<file path="src/rtl/anc_pkg.sv">
// Shared types and arithmetic helpers for the adaptive noise canceller LMS engine.
// Holds the adaptation FSM encoding, width derivations and the saturating clamp.
package anc_pkg;

  typedef enum logic [1:0] {
    IDLE   = 2'd0,
    UPDATE = 2'd1,
    COMMIT = 2'd2
  } lms_state_t;

  function automatic int acc_width(input int dbs, input int frac_bits);
    return dbs + frac_bits;
  endfunction

  // Complex product x*conj(e): each real product needs 2*dbs bits, the sum one more.
  function automatic int prod_width(input int dbs);
    return 2 * dbs + 1;
  endfunction

  function automatic logic signed [63:0] sat(input logic signed [63:0] value, input int width);
    logic signed [63:0] hi;
    logic signed [63:0] lo;
    hi = (64'sd1 <<< (width - 1)) - 64'sd1;
    lo = -(64'sd1 <<< (width - 1));
    if (value > hi) return hi;
    if (value < lo) return lo;
    return value;
  endfunction

endpackage

</file>
<file path="src/rtl/lms_tap_mac.sv">
// Combinational complex LMS tap update: acc + (x * conj(e)) >>> MU_SHIFT, saturated.
// A single instance is time-shared across all taps by the adaptation FSM.
module lms_tap_mac
  import anc_pkg::*;
#(
  parameter int DATA_BUS_SIZE = 11,
  parameter int MU_SHIFT      = 10,
  parameter int FRAC_BITS     = 8,
  localparam int ACC_W        = DATA_BUS_SIZE + FRAC_BITS
) (
  input  logic signed [DATA_BUS_SIZE-1:0] x_re_i,
  input  logic signed [DATA_BUS_SIZE-1:0] x_im_i,
  input  logic signed [DATA_BUS_SIZE-1:0] e_re_i,
  input  logic signed [DATA_BUS_SIZE-1:0] e_im_i,
  input  logic signed [ACC_W-1:0]         acc_re_i,
  input  logic signed [ACC_W-1:0]         acc_im_i,
  output logic signed [ACC_W-1:0]         acc_re_o,
  output logic signed [ACC_W-1:0]         acc_im_o
);

  localparam int PROD_W = prod_width(DATA_BUS_SIZE);
  localparam int SUM_W  = ((ACC_W > PROD_W) ? ACC_W : PROD_W) + 1;

  logic signed [PROD_W-1:0] xr_w, xi_w, er_w, ei_w;
  logic signed [PROD_W-1:0] p_re, p_im, d_re, d_im;
  logic signed [SUM_W-1:0]  sum_re, sum_im;

  assign xr_w = PROD_W'(x_re_i);
  assign xi_w = PROD_W'(x_im_i);
  assign er_w = PROD_W'(e_re_i);
  assign ei_w = PROD_W'(e_im_i);

  // Multiplying by conj(e) flips the sign of the eQ cross terms.
  assign p_re = xr_w * er_w + xi_w * ei_w;
  assign p_im = xi_w * er_w - xr_w * ei_w;

  assign d_re = p_re >>> MU_SHIFT;
  assign d_im = p_im >>> MU_SHIFT;

  assign sum_re = SUM_W'(acc_re_i) + SUM_W'(d_re);
  assign sum_im = SUM_W'(acc_im_i) + SUM_W'(d_im);

  assign acc_re_o = ACC_W'(sat(64'(sum_re), ACC_W));
  assign acc_im_o = ACC_W'(sat(64'(sum_im), ACC_W));

endmodule

</file>
<file path="src/rtl/lms_coeff_update.sv">
// Complex LMS coefficient engine: latches the error on each sample strobe, then updates
// one tap per cycle and commits the whole coefficient set to the FIR in a single cycle.
module lms_coeff_update
  import anc_pkg::*;
#(
  parameter int DATA_BUS_SIZE = 11,
  parameter int TAPS          = 3,
  parameter int MU_SHIFT      = 10,
  parameter int FRAC_BITS     = 8
) (
  input  logic                                  clock,
  input  logic                                  reset,
  input  logic                                  sigEnable,
  input  logic                                  adaptEnable,
  input  logic                                  coefClear,
  input  logic signed [DATA_BUS_SIZE-1:0]       signal_I,
  input  logic signed [DATA_BUS_SIZE-1:0]       signal_Q,
  input  logic signed [DATA_BUS_SIZE-1:0]       desired_I,
  input  logic signed [DATA_BUS_SIZE-1:0]       desired_Q,
  input  logic signed [DATA_BUS_SIZE-1:0]       filtered_I,
  input  logic signed [DATA_BUS_SIZE-1:0]       filtered_Q,
  output logic [TAPS-1:0][DATA_BUS_SIZE-1:0]    firCoefficient_I,
  output logic [TAPS-1:0][DATA_BUS_SIZE-1:0]    firCoefficient_Q,
  output logic signed [DATA_BUS_SIZE-1:0]       error_I,
  output logic signed [DATA_BUS_SIZE-1:0]       error_Q,
  output logic                                  busy,
  output logic                                  update_done,
  output logic                                  overrun
);

  localparam int DBS   = DATA_BUS_SIZE;
  localparam int ACC_W = acc_width(DBS, FRAC_BITS);
  localparam int KW    = $clog2(TAPS);
  localparam logic [KW-1:0] K_LAST = KW'(TAPS - 1);

  lms_state_t state_q, state_d;
  logic [KW-1:0] k_q, k_d;
  logic signed [DBS-1:0] err_re_q, err_re_d, err_im_q, err_im_d;
  logic signed [DBS-1:0] xr_q [TAPS];
  logic signed [DBS-1:0] xr_d [TAPS];
  logic signed [DBS-1:0] xi_q [TAPS];
  logic signed [DBS-1:0] xi_d [TAPS];
  logic signed [ACC_W-1:0] accr_q [TAPS];
  logic signed [ACC_W-1:0] accr_d [TAPS];
  logic signed [ACC_W-1:0] acci_q [TAPS];
  logic signed [ACC_W-1:0] acci_d [TAPS];
  logic signed [DBS-1:0] coefr_q [TAPS];
  logic signed [DBS-1:0] coefr_d [TAPS];
  logic signed [DBS-1:0] coefi_q [TAPS];
  logic signed [DBS-1:0] coefi_d [TAPS];
  logic overrun_q, overrun_d;

  logic signed [DBS:0]     diff_re, diff_im;
  logic signed [DBS-1:0]   mac_xr, mac_xi;
  logic signed [ACC_W-1:0] mac_accr, mac_acci, mac_newr, mac_newi;

  assign diff_re = (DBS+1)'(desired_I) - (DBS+1)'(filtered_I);
  assign diff_im = (DBS+1)'(desired_Q) - (DBS+1)'(filtered_Q);

  // Tap k pairs with x[n-(TAPS-1-k)], so the last tap sees the newest sample.
  always_comb begin
    mac_xr   = '0;
    mac_xi   = '0;
    mac_accr = '0;
    mac_acci = '0;
    for (int k = 0; k < TAPS; k++) begin
      if (k_q == KW'(k)) begin
        mac_xr   = xr_q[TAPS-1-k];
        mac_xi   = xi_q[TAPS-1-k];
        mac_accr = accr_q[k];
        mac_acci = acci_q[k];
      end
    end
  end

  lms_tap_mac #(
    .DATA_BUS_SIZE(DBS),
    .MU_SHIFT     (MU_SHIFT),
    .FRAC_BITS    (FRAC_BITS)
  ) u_mac (
    .x_re_i  (mac_xr),
    .x_im_i  (mac_xi),
    .e_re_i  (err_re_q),
    .e_im_i  (err_im_q),
    .acc_re_i(mac_accr),
    .acc_im_i(mac_acci),
    .acc_re_o(mac_newr),
    .acc_im_o(mac_newi)
  );

  always_comb begin
    state_d   = state_q;
    k_d       = k_q;
    err_re_d  = err_re_q;
    err_im_d  = err_im_q;
    xr_d      = xr_q;
    xi_d      = xi_q;
    accr_d    = accr_q;
    acci_d    = acci_q;
    coefr_d   = coefr_q;
    coefi_d   = coefi_q;
    overrun_d = overrun_q;
    if (coefClear) begin
      state_d   = IDLE;
      k_d       = '0;
      overrun_d = 1'b0;
      for (int k = 0; k < TAPS; k++) begin
        accr_d[k]  = '0;
        acci_d[k]  = '0;
        coefr_d[k] = '0;
        coefi_d[k] = '0;
      end
    end else begin
      case (state_q)
        IDLE: begin
          if (sigEnable) begin
            err_re_d = DBS'(sat(64'(diff_re), DBS));
            err_im_d = DBS'(sat(64'(diff_im), DBS));
            xr_d[0]  = signal_I;
            xi_d[0]  = signal_Q;
            for (int j = 1; j < TAPS; j++) begin
              xr_d[j] = xr_q[j-1];
              xi_d[j] = xi_q[j-1];
            end
            if (adaptEnable) begin
              state_d = UPDATE;
              k_d     = '0;
            end
          end
        end
        UPDATE: begin
          for (int k = 0; k < TAPS; k++) begin
            if (k_q == KW'(k)) begin
              accr_d[k] = mac_newr;
              acci_d[k] = mac_newi;
            end
          end
          if (k_q == K_LAST) state_d = COMMIT;
          else k_d = k_q + 1'b1;
          if (sigEnable) overrun_d = 1'b1;
        end
        COMMIT: begin
          for (int k = 0; k < TAPS; k++) begin
            coefr_d[k] = accr_q[k][ACC_W-1 -: DBS];
            coefi_d[k] = acci_q[k][ACC_W-1 -: DBS];
          end
          state_d = IDLE;
          if (sigEnable) overrun_d = 1'b1;
        end
        default: state_d = IDLE;
      endcase
    end
  end

  always_ff @(posedge clock or posedge reset) begin
    if (reset) begin
      state_q   <= IDLE;
      k_q       <= '0;
      err_re_q  <= '0;
      err_im_q  <= '0;
      overrun_q <= 1'b0;
      for (int k = 0; k < TAPS; k++) begin
        xr_q[k]    <= '0;
        xi_q[k]    <= '0;
        accr_q[k]  <= '0;
        acci_q[k]  <= '0;
        coefr_q[k] <= '0;
        coefi_q[k] <= '0;
      end
    end else begin
      state_q   <= state_d;
      k_q       <= k_d;
      err_re_q  <= err_re_d;
      err_im_q  <= err_im_d;
      overrun_q <= overrun_d;
      xr_q      <= xr_d;
      xi_q      <= xi_d;
      accr_q    <= accr_d;
      acci_q    <= acci_d;
      coefr_q   <= coefr_d;
      coefi_q   <= coefi_d;
    end
  end

  always_comb begin
    for (int k = 0; k < TAPS; k++) begin
      firCoefficient_I[k] = coefr_q[k];
      firCoefficient_Q[k] = coefi_q[k];
    end
  end

  assign error_I     = err_re_q;
  assign error_Q     = err_im_q;
  assign busy        = (state_q != IDLE);
  assign update_done = (state_q == COMMIT) && !coefClear;
  assign overrun     = overrun_q;

endmodule

</file>
<file path="config.mk">
export PLATFORM = sky130hd
export DESIGN_NAME = lms_coeff_update
export DESIGN_NICKNAME = d
export VERILOG_FILES = /design/src/rtl/anc_pkg.sv /design/src/rtl/lms_tap_mac.sv /design/src/rtl/lms_coeff_update.sv
export SDC_FILE = /design/constraint.sdc
export NUM_CORES = 2
export LEC_CHECK = 0
export ABC_CLOCK_PERIOD_IN_PS = 9100
export CAP_MARGIN = 20
export CORE_MARGIN = 2
export CORE_UTILIZATION = 55
export CTS_BUF_LIST = sky130_fd_sc_hd__clkbuf_16
export DETAILED_ROUTE_END_ITERATION = 16
export PLACE_DENSITY = 0.79
export SYNTH_ARGS = -nofsm -noshare
export SYNTH_HDL_FRONTEND = slang
export SYNTH_HIERARCHICAL = 1
export SYNTH_SLANG_ARGS = --single-unit
export TNS_END_PERCENT = 1
</file>
<file path="constraint.sdc">
create_clock -name clock -period 9.1 [get_ports clock]
set_input_delay 1.82 -clock clock [delete_from_list [all_inputs] [get_ports clock]]
set_output_delay 1.82 -clock clock [all_outputs]
set_load 0.02 [all_outputs]
</file>
==> results.md <==
Global route:
- The total congestion overflow after global routing is 0.
- The initial antenna violation count was 1.
- The number of global-route vias before repair is 28810.
- For this run, the total global-route usage over all layers was measured as 29.07%.
- The first global-routing pass estimated 147.6 mm of wire.
- The maximum number of pins on one net before global-route repair is 143.

Setup path:
- In this run the critical register-to-register path is launched from k_q[0].
- The largest individual stage delay along the critical path comes from the cell sky130_fd_sc_hd__fa_1.
- Data on the critical path arrives at its endpoint at 9.95 ns.
- The worst setup path is captured at a flip-flop.
- The largest single stage delay on the critical path is 0.58 ns.
- The family with the most delay on the worst path is adder cells.
- The worst setup path is launched from a flip-flop.
- The worst reg2reg path depth is 41.
- The setup check on the worst reg-to-reg path leaves a slack of -0.39 ns.
- The worst setup path category is flip-flop to flip-flop.
- The worst path buffer plus inverter count is 10.
- The highest net fanout along the worst path is 20.
- The library cell appearing most often on the critical path is sky130_fd_sc_hd__fa_1.
- The end of the worst register-to-register path is acci_q[27].
- The number of gates on the worst path with buffers counted is 41.
- The required time of the critical path is 9.56 ns.

Synth:
- The top flip-flop cell by instance count after synthesis is sky130_fd_sc_hd__dfrtp_1.
- The mapped netlist covers 34230 sq um.
- During synthesis, Yosys emitted a total of 6 warnings.
- The number of enable flip-flop cells after synthesis is 0.
- The number of cells produced by synthesis is 3696.
- Dividing the synthesized area by the synthesized cell count gives 9.262 sq um.
- The number of nets handed over by synthesis was 4551.
- The synthesized design contains 273 register bits.
- Yosys mapped the design onto 80 distinct sky130hd cell types.
- The share of the yosys chip area belonging to registers is 19.96%.
- For this run, asynchronously set or reset flops after synthesis account for 100.0%.

Outcome:
- The checks that failed: negative setup slack.
- The flow ran to the end, but the final reports show violations.

Timing:
- The share of the cycle needed by the critical path after routing is 104.3%.
- The final count of pins violating max slew is 0.
- The total of endpoints with negative setup slack in the final report is 114.
- The worst path setup slack after routing is -0.3891 ns.
- Static timing analysis puts the maximum clock frequency at 105.4 MHz.
- The routed design could run at a clock period as short as 9.489 ns.
- The maximum clock skew at final layout is 0.01891 ns.
- For the pin with the worst max-slew slack, the measured transition is 0.9964 ns.
- Measured against its own limit, the worst slew margin works out to 33.58%.
- The final-report hold violation count came to 0.
- Setup repair after global routing could not meet its margin everywhere.

Floorplan:
- The floorplan die area is 64250 sq um.
- The floorplan has 91 rows.
- The core footprint is 61600 sq um.
- The number of ports placed on the die boundary is 162.
- The height of the die is 253.5 um.
- The initial standard-cell utilization of the core is 55.57%.
- The width of the die is 253.5 um.

Min path:
- The sink of the worst hold path is xi_q[10].
- The instance count along the most critical hold path is 2.
- The worst hold path begins at xi_q[10].
- The path class of the tightest hold or removal check is flip-flop to flip-flop.

Drt:
- The average wire length per cell after detail routing is 18.24 um.
- The first detailed-routing pass took 5 iterations.
- The number of nets with antenna violations after routing is 0.
- In the routed layout, each cell is associated on average with a via count of 5.462.
- The wire length reported by the detailed router is 89.65 mm.
- In this run, the number of DRC markers left after iteration 0 of detailed routing was 1855.
- The detailed-route DRC error count is 0.
- The total number of vias is 26840.

Clock tree:
- The number of buffers created by CTS is 27.
- Clock-pin slew was measured on the worst setup and hold paths at 0.06 ns.
- The number of buffers inserted by hold repair at cts is 0.
- The clock latency reported for the late side of the worst-skew pair is 0.58 ns.
- The count of H-tree levels built during CTS is 1.
- The clock tree from TritonCTS is done.
- Clock tree synthesis found a total of 273 sinks.
- In this run the deepest clock path goes through 3 buffers.
- The cell at the root of the clock tree is sky130_fd_sc_hd__clkbuf_16.

Placement:
- Input and output buffers added on the ports amount to 161.
- Summed over all nets, the half-perimeter wirelength after detailed placement is 70.09 mm.
- The global placement routability congestion is 0.9228.
- The worst setup timing slack at the placement stage is -0.5736 ns.

Cells and area:
- The area growth from synthesis to layout is 18.29%.
- After the last flow step, the layout net total stands at 4912.
- The repair_antennas step left the layout with diodes totalling 0.
- The post-route netlist has 12.68% of its cells at a drive strength greater than 1.

Flow run:
- Max-cap violations in this run came to 0.
==> cells by family (layout without fill, tap and decap cells) <==
| family | count (synthesis) | in the layout | share of synthesized area, % |
|---|---|---|---|
| and+or+nand+nor | 1082 | 1082 | 14.42 |
| buffers and inverters | 893 | 1274 | 9.887 |
| adders and majority gates | 784 | 784 | 40.76 |
| AOI/OAI and AO/OA | 499 | 499 | 10.48 |
| DFF | 273 | 273 | 19.96 |
| xor gates and xnor gates | 95 | 95 | 2.431 |
| muxes | 70 | 70 | 2.065 |
==> worst max path at each step <==
stage / endpoint / from / slack, ns
after floorplan: acci_q[16] / k_q[1] / -0.22
after CTS: accr_q[41] / k_q[0] / -0.27
after global routing: acci_q[8] / k_q[0] / -0.77
after global placement: accr_q[27] / k_q[0] / -0.37
final: acci_q[27] / k_q[0] / -0.39
after detailed placement: acci_q[35] / k_q[0] / -0.57
==> layout make-up <==
| cell class | count | area [sq um] |
|---|---|---|
| Clock buffer | 27 | 675.6 |
| Clock inverter | 22 | 186.4 |
| Fill cell | 4710 | 21110 |
| Inverter | 708 | 2664 |
| Multi-Input combinational cell | 2530 | 24490 |
| Sequential cell | 273 | 6832 |
| Tap cell | 837 | 1047 |
| Timing Repair Buffer | 517 | 4598 |
==> routing by layer <==
metal  GRT usage, %  routed length (um)  up-vias
met3          4.599                6188      205
met4          10.67                3719        0
met5              0                   0        -
met2          48.69               43640      984
li1               -                   -    12120
met1          38.36               36100    13540
==> stage by stage <==
stage / area [sq um] / TNS, ns / std cells / hold slack, ns / util, %
2_1_floorplan: 34420 / -9.378 / 3696 / 0.4467 / -
3_3_place_gp: 39240 / -32.79 / 4855 / 0.4579 / 63.71
3_5_place_dp: 39240 / -54.63 / 4855 / 0.4628 / 63.71
4_1_cts: 40410 / -23.19 / 4914 / 0.4785 / 65.60
5_1_grt: 40490 / -73.69 / 4914 / 0.4949 / 65.74
6_report: 40490 / -28.55 / 4914 / 0.4758 / 65.74
==> cells in the final DEF, fill, tap and decap left out, types with 35 or more instances in the layout <==
cell type and n:
sky130_fd_sc_hd__inv_1 710, sky130_fd_sc_hd__fa_1 546, sky130_fd_sc_hd__nand2_1 529, sky130_fd_sc_hd__buf_4 323, sky130_fd_sc_hd__dfrtp_1 273, sky130_fd_sc_hd__and2_1 253, sky130_fd_sc_hd__ha_1 225, sky130_fd_sc_hd__nor2_1 194
sky130_fd_sc_hd__clkdlybuf4s50_1 160, sky130_fd_sc_hd__a22o_1 118, sky130_fd_sc_hd__a21oi_1 86, sky130_fd_sc_hd__mux2i_1 68, sky130_fd_sc_hd__xnor2_1 64, sky130_fd_sc_hd__o21ai_0 51, sky130_fd_sc_hd__o21ai_1 43, sky130_fd_sc_hd__a22oi_1 35
==> repair_timing <==
item,CTS,global route
resized for setup,59,27
setup endpoints to repair,114,114
cloned,2,0
pin swaps,24,5
buffers inserted,8,0
==> tightest hold or removal path: stages, from the launching register on <==
cell and delay (ns):
sky130_fd_sc_hd__dfrtp_1 0.34, sky130_fd_sc_hd__nand2_1 0.05, sky130_fd_sc_hd__nand2_1 0.06
==> flip-flops by register name, summed over array words and instances (netlist names) <==
signal and count:
acci_q 57, accr_q 57, error_I 11, error_Q 11, firCoefficient_I 33, firCoefficient_Q 33
k_q 2, overrun 1, state_q 2, xi_q 33, xr_q 33
==> synth_stat cells (all sizes together), types with 21 or more instances <==
cell type  count  share of area [%]
a22oi         36               0.80
nor2         195                2.1
a22o         118                3.0
fa           552                 32
clkbuf       164                1.8
buf           21               0.33
a21o          26               0.57
nand2b        23               0.42
mux2i         68                2.0
nand2        533                5.9
and2         257                4.7
ha           232                8.5
xnor2         66                1.7
xor2          29               0.74
dfrtp        273                 20
o21ai        108                1.6
a21oi        125                1.9
inv          707                7.8
Power is not shown: default switching activity piles up to over one toggle a cycle in this logic, so the estimate is an artifact.
